`src/rtl/btn_event_ctrl.sv`:
```
// Debounced button levels -> serialized press / auto-repeat event stream (valid/ready).
// Define BTN_REPEAT_EN to build the hold/auto-repeat timers; otherwise only press events are produced.
module btn_event_ctrl #(
    parameter int   NUM_BTNS      = 4,
    parameter int   CLKIN_FREQ    = 27000000,
    parameter real  HOLD_DELAY    = 0.5,
    parameter real  REPEAT_PERIOD = 0.1,
    parameter logic IDLE_STATE    = 1'b1,
    localparam int  BTN_W         = (NUM_BTNS > 1) ? $clog2(NUM_BTNS) : 1
) (
    input  logic                clk,
    input  logic                reset,
    input  logic [NUM_BTNS-1:0] btnLevel,
    output logic                eventValid,
    input  logic                eventReady,
    output logic [BTN_W-1:0]    eventBtn,
    output logic                eventRepeat,
    output logic [NUM_BTNS-1:0] pendingMask,
    output logic                eventDropped
);

    genvar gi;

    if (NUM_BTNS < 1 || NUM_BTNS > 16 || CLKIN_FREQ < 1 ||
        HOLD_DELAY < 0.0 || REPEAT_PERIOD < 0.0) begin : g_param_check
        $error("btn_event_ctrl: parameter out of range");
    end

`ifdef BTN_REPEAT_EN
    localparam int HOLD_RAW      = $rtoi(real'(CLKIN_FREQ) * HOLD_DELAY);
    localparam int REPEAT_RAW    = $rtoi(real'(CLKIN_FREQ) * REPEAT_PERIOD);
    localparam int HOLD_CYCLES   = (HOLD_RAW < 1) ? 1 : HOLD_RAW;
    localparam int REPEAT_CYCLES = (REPEAT_RAW < 1) ? 1 : REPEAT_RAW;
    localparam int CNT_MAX       = (HOLD_CYCLES > REPEAT_CYCLES) ? HOLD_CYCLES : REPEAT_CYCLES;
    localparam int CNT_W         = (CNT_MAX > 1) ? $clog2(CNT_MAX) : 1;
    localparam logic [CNT_W-1:0] HOLD_LOAD   = CNT_W'(HOLD_CYCLES - 1);
    localparam logic [CNT_W-1:0] REPEAT_LOAD = CNT_W'(REPEAT_CYCLES - 1);

    typedef enum logic [1:0] {ST_IDLE, ST_HELD, ST_REPEAT} state_t;
`else
    typedef enum logic {ST_IDLE, ST_HELD} state_t;
`endif

    logic [NUM_BTNS-1:0] pressed;
    logic [NUM_BTNS-1:0] ev_vec;
    logic [NUM_BTNS-1:0] ev_kind_vec;

    assign pressed = btnLevel ^ {NUM_BTNS{IDLE_STATE}};

    // Per-button FSM; event pulses are registered so pending lags the sampled press by one cycle.
    for (gi = 0; gi < NUM_BTNS; gi++) begin : g_btn
        state_t state_reg;
        logic   ev_reg;
        logic   kind_reg;

        assign ev_vec[gi]      = ev_reg;
        assign ev_kind_vec[gi] = kind_reg;

`ifdef BTN_REPEAT_EN
        logic [CNT_W-1:0] cnt_reg;

        always_ff @(posedge clk) begin
            if (!reset) begin
                state_reg <= ST_IDLE;
                cnt_reg   <= '0;
                ev_reg    <= 1'b0;
                kind_reg  <= 1'b0;
            end else begin
                ev_reg   <= 1'b0;
                kind_reg <= 1'b0;
                case (state_reg)
                    ST_IDLE: begin
                        if (pressed[gi]) begin
                            state_reg <= ST_HELD;
                            cnt_reg   <= HOLD_LOAD;
                            ev_reg    <= 1'b1;
                        end
                    end
                    ST_HELD, ST_REPEAT: begin
                        if (!pressed[gi]) begin
                            state_reg <= ST_IDLE;
                        end else if (cnt_reg == '0) begin
                            state_reg <= ST_REPEAT;
                            cnt_reg   <= REPEAT_LOAD;
                            ev_reg    <= 1'b1;
                            kind_reg  <= 1'b1;
                        end else begin
                            cnt_reg <= cnt_reg - 1'b1;
                        end
                    end
                    default: state_reg <= ST_IDLE;
                endcase
            end
        end
`else
        always_ff @(posedge clk) begin
            if (!reset) begin
                state_reg <= ST_IDLE;
                ev_reg    <= 1'b0;
                kind_reg  <= 1'b0;
            end else begin
                ev_reg   <= 1'b0;
                kind_reg <= 1'b0;
                case (state_reg)
                    ST_IDLE: begin
                        if (pressed[gi]) begin
                            state_reg <= ST_HELD;
                            ev_reg    <= 1'b1;
                        end
                    end
                    ST_HELD: begin
                        if (!pressed[gi]) state_reg <= ST_IDLE;
                    end
                endcase
            end
        end
`endif
    end

    logic [NUM_BTNS-1:0] pend_reg;
    logic [NUM_BTNS-1:0] pend_kind_reg;
    logic [BTN_W-1:0]    ptr_reg;
    logic                valid_reg;
    logic [BTN_W-1:0]    btn_reg;
    logic                rpt_reg;
    logic                drop_reg;

    logic                load_en;
    logic                grant_any;
    logic [BTN_W-1:0]    grant_idx;
    logic                grant_kind;
    logic [NUM_BTNS-1:0] grant_vec;
    logic [NUM_BTNS-1:0] take_kind;
    logic [BTN_W-1:0]    ptr_next;

    assign load_en = !valid_reg || eventReady;

    // Round-robin: scan from the pointer upward, then wrap and scan from 0.
    always_comb begin
        grant_any  = 1'b0;
        grant_idx  = '0;
        grant_kind = 1'b0;
        grant_vec  = '0;
        for (int j = 0; j < NUM_BTNS; j++) begin
            if (!grant_any && pend_reg[j] && (j >= int'(ptr_reg))) begin
                grant_any  = 1'b1;
                grant_idx  = BTN_W'(j);
                grant_kind = pend_kind_reg[j];
            end
        end
        for (int j = 0; j < NUM_BTNS; j++) begin
            if (!grant_any && pend_reg[j]) begin
                grant_any  = 1'b1;
                grant_idx  = BTN_W'(j);
                grant_kind = pend_kind_reg[j];
            end
        end
        for (int j = 0; j < NUM_BTNS; j++) begin
            grant_vec[j] = load_en && grant_any && (int'(grant_idx) == j);
        end
    end

    assign ptr_next  = (int'(grant_idx) == NUM_BTNS - 1) ? '0 : grant_idx + 1'b1;
    // A new event takes its own kind unless it merges into an older pending one.
    assign take_kind = ev_vec & (~pend_reg | grant_vec);

    always_ff @(posedge clk) begin
        if (!reset) begin
            pend_reg      <= '0;
            pend_kind_reg <= '0;
            ptr_reg       <= '0;
            valid_reg     <= 1'b0;
            btn_reg       <= '0;
            rpt_reg       <= 1'b0;
            drop_reg      <= 1'b0;
        end else begin
            pend_reg      <= (pend_reg & ~grant_vec) | ev_vec;
            pend_kind_reg <= (pend_kind_reg & ~take_kind) | (ev_kind_vec & take_kind);
            drop_reg      <= |(ev_vec & pend_reg & ~grant_vec);
            if (load_en) begin
                valid_reg <= grant_any;
                if (grant_any) begin
                    btn_reg <= grant_idx;
                    rpt_reg <= grant_kind;
                    ptr_reg <= ptr_next;
                end
            end
        end
    end

    assign eventValid   = valid_reg;
    assign eventBtn     = btn_reg;
    assign eventRepeat  = rpt_reg;
    assign pendingMask  = pend_reg;
    assign eventDropped = drop_reg;

endmodule

```
`config.mk`:
```
export PLATFORM = sky130hd
export DESIGN_NAME = btn_event_ctrl
export DESIGN_NICKNAME = d
export VERILOG_FILES = /design/src/rtl/btn_event_ctrl.sv
export SDC_FILE = /design/constraint.sdc
export NUM_CORES = 1
export LEC_CHECK = 0
export CORE_ASPECT_RATIO = 1.5
export CORE_UTILIZATION = 40
export CTS_CLUSTER_DIAMETER = 30
export DETAILED_ROUTE_END_ITERATION = 8
export SYNTH_ARGS = -nofsm -noshare
export SYNTH_HDL_FRONTEND = slang
export SYNTH_SLANG_ARGS = --single-unit
```
`constraint.sdc`:
```
create_clock -name clk -period 2.38 [get_ports clk]
set_input_delay 0.238 -clock clk [delete_from_list [all_inputs] [get_ports clk]]
set_output_delay 0.238 -clock clk [all_outputs]
set_load 0.1 [all_outputs]
```
==> results of run 1 <==
## cells by family after synthesis
family / after synthesis / synth area share
mux: 2 / 0.0247
fa+ha+maj: 4 / 0.0495
simple gates: 40 / 0.193
compound gates: 32 / 0.222
buf+inv: 12 / 0.0557
flops: 23 / 0.455
## stage by stage
step	area (µm²)	std cells	utilization	power [mW]
after floorplan	1010	113	-	0.637
after global placement	1180	153	0.487	0.696
after detailed placement	1180	153	0.487	0.698
after CTS	1210	157	0.498	0.872
after global routing	1210	157	0.498	0.913
final	1210	157	0.498	0.861
## how the worst min path moves through the flow
stage | startpoint | slack (ns) | endpoint
5_1_grt | g_btn[1].state_reg | 0.40 | g_btn[1].ev_reg
2_1_floorplan | btnLevel[3] | 0.30 | g_btn[3].state_reg
6_report | g_btn[2].state_reg | 0.39 | g_btn[2].ev_reg
3_5_place_dp | g_btn[2].state_reg | 0.38 | g_btn[2].ev_reg
4_1_cts | g_btn[2].state_reg | 0.40 | g_btn[2].ev_reg
3_3_place_gp | g_btn[1].state_reg | 0.38 | g_btn[1].ev_reg
## final cells by class
cell class / count / area (µm²)
fillers: 266 / 1220
flip-flops and latches: 23 / 463
clock buffers: 3 / 22.5
well taps: 24 / 30.0
repair buffers: 19 / 158
clock inverters: 1 / 5.00
multi-input cells: 78 / 494
inverters: 9 / 33.8
## cell usage after synthesis, types with 2 or more instances
master and n:
nand2_1 11, o21bai_1 2, a22oi_1 2, a21boi_0 2, nand2b_1 4, ha_1 4
a21oi_1 12, o21ai_1 2, dfxtp_1 23, inv_1 8, nor3_1 5, nor2_1 15
## worst max-delay path: stages, from the launching register on
cell	delay, ns
dfxtp_1	0.54
nand2b_1	0.17
a21oi_1	0.08
a311oi_2	0.31
inv_1	0.11
ha_1	0.22
a21boi_0	0.30
a22oi_1	0.16
a21oi_1	0.13
## cells in the final DEF (no fill, tap or decap), types with 3 or more instances in the layout
| master | instances |
|---|---|
| a21oi_1 | 12 |
| buf_4 | 13 |
| clkbuf_4 | 3 |
| clkdlybuf4s50_1 | 6 |
| dfxtp_1 | 21 |
| ha_1 | 4 |
| inv_1 | 8 |
| nand2_1 | 11 |
| nand2b_1 | 4 |
| nor2_1 | 15 |
| nor3_1 | 5 |
## metal layers
metal,share of wire,wire (µm)
met1,0.45,904
met5,0,0
met2,0.50,1010
met3,0.021,43
met4,0.032,64
## where the power goes
part	internal, mW	switching [mW]	leakage [nW]	total (mW)
logic	0.0788	0.164	0.291	0.243
clock network	0.0628	0.111	0.0177	0.174
registers	0.411	0.0331	0.190	0.444
==> results, run 1 <==
- The worst reg-to-reg path cell count is 8.
- Buffers inserted during clock tree synthesis total 3.
- Counting flops with a built-in enable in the synthesized netlist gives 0.
- The path type of the worst min-delay path is flip-flop to flip-flop.
- Timing analysis after detailed placement gives a worst setup slack of 0.368 ns.
- After detailed routing, the number of remaining DRC violations is 0.
- The count of vias placed by the detailed router is 823.
- For this run the aggregate overflow at the end of global routing stands at 0.
- Data on the critical path arrives at its endpoint at 2.32 ns.
- The synthesized netlist contains 35 unique library cells.
- The routing layer with the top usage in global route is met2.
- The warning count from the yosys run is 0.
- In this run the standard cell core region covers 2420 µm².
- The clock reaches the later pin of the worst-skew pair after 0.31 ns.
- At the end of the flow, the number of nets in the layout was 145.
- The number of clock sinks seen by CTS is 23.
- The detail route stage leaves a number of antenna-violating nets equal to 0.
- The setup check on the worst reg-to-reg path leaves a slack of 0.31 ns.
- The height of the die is 63.6 µm.
- The instance count of the mapped netlist is 113.
- The biggest area consumer among synthesized cells is dfxtp_1.
- For the worst setup path, the data required time is 2.62 ns.
- The kind of end point of the critical path is a flip-flop.
- The share of the synthesized area in the top cell type is 0.455.
- The commonest register cell after synthesis is dfxtp_1.
- In this run the worst path has a maximum fanout of 11.
- The reg-to-reg endpoint is eventDropped.
- The longest clock path from root to sink contains 2 buffers.
- In this run the cell area of the synthesized design comes to 1010 µm².
- Ranked by total cell area, the synthesized netlist is headed by dfxtp_1, a21oi_1, nor2_1.
- In this run the number of H-tree levels came out at 1.
- The period utilization is 0.872.
- Setup repair after global routing left no endpoint under its margin.
- The number of design-rule violations left by the first detailed-router iteration is 13.
- The final count of hold timing violations came to 0.
- Wires add up to 2020 µm.
- Post-CTS repair changed the size of 0 cells.
- In this run the power density over the cells is 714 nW/µm².
- The leakage power figure is 0.499 nW.
- The floorplan step set the die width to 43.1 µm.
- The via count of the first global-routing pass is 833.
- The HPWL after detailed placement is 1570 µm.
- The final weighted congestion of routability-driven global placement is 0.899.
- After clock tree synthesis, the clock-pin slew on the worst setup and hold paths is 0.12 ns.
- The met2 routing resource usage after global routing is 0.286.
- In the post-route analysis, the smallest setup slack over all paths is 0.306 ns.
- The peak supply drop is 410 µV.
- The TritonCTS clock tree is done.
- Setup violations remaining at the end of the flow were counted as 0.
- The reg-to-reg startpoint is ptr_reg[1].
- The run finished with clean final reports.
- STA classifies the critical path startpoint as a flip-flop.
- The timing endpoint of the critical path is eventDropped.
- The number of antenna violations at the first check in global routing came to 0.
- The relative max-transition margin is 0.750.
- The share of synthesized area occupied by flip-flops and latches is 0.455.
- Max-cap violations in this run came to 0.
- The number of core rows is 22.
- Entering global routing, the biggest net connects 14 pins.
- For the final routed database, the setup TNS stands at 0 ns.
- Tracing the worst setup path back leads to its startpoint at ptr_reg[1].
- The worst hold slack across all endpoints is 0.390 ns.
- The mean instance size in the synthesized netlist is 8.95 µm².
- The count of pins over their slew limit came to 0.
- The number of buffer cells added on primary ports is 15.
- 16 I/O pins were placed.
- The transition at the pin with the smallest max-transition slack is 0.372 ns.
- The mean number of vias per cell is 5.24.
- The floorplan step defined a die boundary enclosing 2740 µm².
- For met3 alone, demand over resource in global routing was 0.0258.
- The post-synthesis sequential element count is 23.
- Derived from the worst setup path, the maximum achievable clock frequency is 482 MHz.
- In this run, post-CTS hold repair placed 0 buffers.
- Of the cells placed in the final design, the portion with a size suffix greater than 1 is 0.203.
- The hold-critical path depth is 1.
- The number of antenna cells inserted is 0.
- The met1 usage in global routing is 0.210.
- The fraction of registers with async set/reset is 0.
- In this run the post-CTS setup repair buffer count came out at 0.
- The effective utilization at floorplan is 0.417.
- The clock root buffer master is clkbuf_4.
- The first-pass GRT wire length is 3620 µm.
- Compared with the post-synthesis result, the final layout area differs by 19.3%.
- The worst setup skew after layout is 0.00289 ns.
- After layout, the minimum clock period comes to 2.07 ns.
- For this run, the total global-route usage over all layers was measured as 0.174.
- The per-cell routed wire length is 12.9 µm.
- The number of nets in the synthesized netlist is 124.
- The setup path with the least slack is of type flip-flop to flip-flop.
- The count of TritonRoute iterations in the first routing pass is 4.
(Power assumes the default switching activity.)
==> inputs of run 2 (changes only) <==
- MAX_ROUTING_LAYER: default -> met4
==> run 2 against run 1 <==
  * Worst setup slack worse by 0.012 ns
  * Sequential cell count unchanged
  * Critical path depth unchanged
  * Sequential power about the same
  * Register-to-register slack about the same
  * Maximum frequency down 0.59%
  * First-iteration DRC count up 15%
  * Cell area down 0.73%
  * Via count up 0.73%
  * Sequential share of layout area up 0.28 points
  * Hold slack worse by 0.0026 ns
  * Global-route usage about the same
  * Highest routed layer unchanged
==> results, run 2 (synthesized netlist as in run 1, its figures left out) <==
- The number of nets with antenna violations after detailed routing is 0 (unchanged).
- The flow ran to the end, and the final reports show no timing, DRC or antenna violations.
- The number of max-capacitance violations reported is 0 (unchanged).
- Setup repair after global routing left no endpoint under its margin.
- STA classifies the critical path startpoint as a flip-flop.
- The hold-fix buffer count after cts was 0 (unchanged).
- The mean number of vias per cell came to 5.31 (+1.4%).
- The via count of the first global-routing pass is 775 (-7.0%).
- The number of buffers inserted during clock tree synthesis came to 3 (unchanged).
- The combinational fraction of design power came to 0.278 (-0.004).
- The height of the die is 63.6 µm (unchanged).
- The area of the multi-input gates is 494 µm² (unchanged).
- The fraction of power consumed by sequential logic is 0.517 (about the same).
- The post-cts gate resize count is 0 (unchanged).
- The final weighted congestion of routability-driven global placement is 0.870 (-3.3%).
- The number of buffer cells added on primary ports was 15 (unchanged).
- The pin count of the biggest net entering global routing is 13 (-1).
- The register-to-register setup slack is 0.29 ns (about the same).
- The leakage power figure is 0.491 nW (-1.5%).
- The worst setup path category is flip-flop to flip-flop.
- The width of the die is 43.1 µm (unchanged).
- The total number of nets in the final design is 144 (-0.69%).
- The number of design-rule violations left by the first detailed-router iteration is 15 (+2).
- The per-cell routed wire length is 13.2 µm (+2.2%).
- The delay contributed by the slowest stage of the critical path is 0.55 ns (about the same).
- The number of clock sinks seen by CTS is 23 (unchanged).
- The reg-to-reg endpoint is eventDropped.
- The switching power is 308 µW (-0.36%).
- The post-placement worst setup slack is 0.329 ns (-0.0393 ns).
- The reg-to-reg startpoint is ptr_reg[1].
- The count of pins over their slew limit is 0 (unchanged).
- The maximum clock path buffer count is 2 (unchanged).
- The first-pass GRT wire length is 3490 µm (-3.6%).
- The tree is rooted in a clkbuf_4.
- The relative max-transition margin came to 0.701 (-0.0489).
- The achievable frequency is 479 MHz (-0.59%).
- The effective utilization at floorplan is 0.417 (unchanged).
- The kind of end point of the critical path is a flip-flop.
- The transition at the pin with the smallest max-transition slack came to 0.446 ns (+0.0740 ns).
- The number of core rows is 22 (unchanged).
- The share of layout cells above drive strength 1 is 0.189 (-0.0136).
- The worst setup skew after layout is 0.00150 ns (-0.00139 ns).
- The number of antenna violations at the first check in global routing is 0 (unchanged).
- The number of I/O pins is 16 (unchanged).
- The number of fillers in the final layout came to 245 (-7.9%).
- The slowest stage of the critical path is the dfxtp_1 cell.
- The number of antenna cells inserted is 0 (unchanged).
- The core area is 2420 µm² (unchanged).
- TritonCTS built the clock tree.
- The number of failing setup endpoints in the final timing report is 0 (unchanged).
- The insertion delay to the later sink of the worst-skew pair is 0.30 ns (about the same).
- The clock group share of total power is 0.205 (+0.003).
- The number of buffers inserted by post-CTS setup repair is 0 (unchanged).
- Tracing the worst setup path back leads to its startpoint at ptr_reg[1].
- The commonest non-fill, non-tap cell in the layout is dfxtp_1.
- The die area is 2740 µm² (unchanged).
- The total routed wirelength came to 2050 µm (+1.5%).
- The total DRC errors in the routed layout is 0 (unchanged).
- The power density normalized to cell area is 718 nW/µm² (+0.48%).
- The path type of the worst min-delay path is flip-flop to flip-flop.
- The overall overflow remaining after global route is 0 (unchanged).
- The worst setup margin is 0.293 ns (-0.0124 ns).
- The post-route minimum period is 2.09 ns (+0.0124 ns).
- The total routing usage reported by global routing came to 0.174 (about the same).
- The signal arrival time at the worst endpoint is 2.33 ns (about the same).
- The switching fraction of total power was 0.358 (-0.000409).
- The worst reg-to-reg path cell count is 8 (unchanged).
- The sequential cell area is 463 µm² (unchanged).
- The peak supply drop is 351 µV (-14%).
- The most numerous cell type found on the critical path is a21oi_1.
- The register clock-pin slew on the reported worst setup and hold paths came to 0.12 ns (about the same).
- The total negative slack is 0 ns (unchanged).
- The count of vias placed by the detailed router came to 829 (+0.73%).
- The internal power of the cells was 552 µW (-0.19%).
- The period utilization is 0.877 (+0.00520).
- The count of TritonRoute iterations in the first routing pass is 4 (unchanged).
- The critical-path maximum fanout is 11 (unchanged).
- The growth of design area from synthesis to finish is 18.4%.
- The worst path required time is 2.62 ns (about the same).
- The signal on the critical path passes through nand2b_1, a21oi_1, a311oi_2, inv_1, ha_1, a21boi_0, a22oi_1, a21oi_1.
- In the layout the commonest cells are dfxtp_1, nor2_1, a21oi_1, buf_4, nand2_1.
- The final count of hold timing violations came to 0 (unchanged).
- The half-perimeter wire length after placement is 1580 µm (+0.15%).
- The timing endpoint of the critical path is eventDropped.
- The depth of the CTS H-tree was 1 (unchanged).
## run 2: cell count changes in the layout (fill, tap and decap cells not counted)
cell,previous run,this run
buf_4,13,12
clkinv_2,1,0
clkbuf_1,0,1
## run 2: power groups by stage
stage / clock network [mW] / registers [mW] / logic [mW]
after global placement: 0 / 0.451 / 0.238
after detailed placement: 0 / 0.453 / 0.240
after CTS: 0.183 / 0.444 / 0.241
final: 0.177 / 0.444 / 0.239
after floorplan: 0 / 0.531 / 0.106
after global routing: 0.201 / 0.449 / 0.256
## run 2: routing by layer
layer	GRT usage	vias up	wire, µm
met5	-	-	0
met3	0.0201	6	71
met2	0.278	22	1040
met4	0.106	0	59
met1	0.203	376	885
li1	-	425	-
## run 2: per-stage QoR
stage	utilization	power, mW	hold WS [ns]	cell area, µm²	instances
finish	0.494	0.859	0.387	1200	156
global route	0.494	0.906	0.398	1200	156
CTS	0.494	0.868	0.388	1200	156
detailed placement	0.483	0.693	0.371	1170	152
global placement	0.483	0.690	0.374	1170	152
floorplan	-	0.637	0.305	1010	113
## run 2: worst max-delay path, delay by kind of cell, from the launching register on
family	cells	cell delay, ns
fa+ha+maj	1	0.22
buf+inv	1	0.12
simple gates	1	0.18
compound gates	5	0.96
flops	1	0.55
## run 2: worst min path at each step
stage / from / endpoint / cells past startpoint / slack (ns)
after floorplan: btnLevel[3] / g_btn[3].state_reg / 1 / 0.30
after global placement: g_btn[1].state_reg / g_btn[1].ev_reg / 1 / 0.37
after detailed placement: g_btn[2].state_reg / g_btn[2].ev_reg / 1 / 0.37
after CTS: g_btn[2].state_reg / g_btn[2].ev_reg / 1 / 0.39
after global routing: g_btn[2].state_reg / g_btn[2].ev_reg / 1 / 0.40
final: g_btn[2].state_reg / g_btn[2].ev_reg / 1 / 0.39
## run 2: final cells by class
cell class                      instances  area share
Timing Repair Buffer                   18       0.125
Tap cell                               24      0.0251
Multi-Input combinational cell         78       0.413
Clock buffer                            4      0.0219
Sequential cell                        23       0.387
Inverter                                9      0.0282
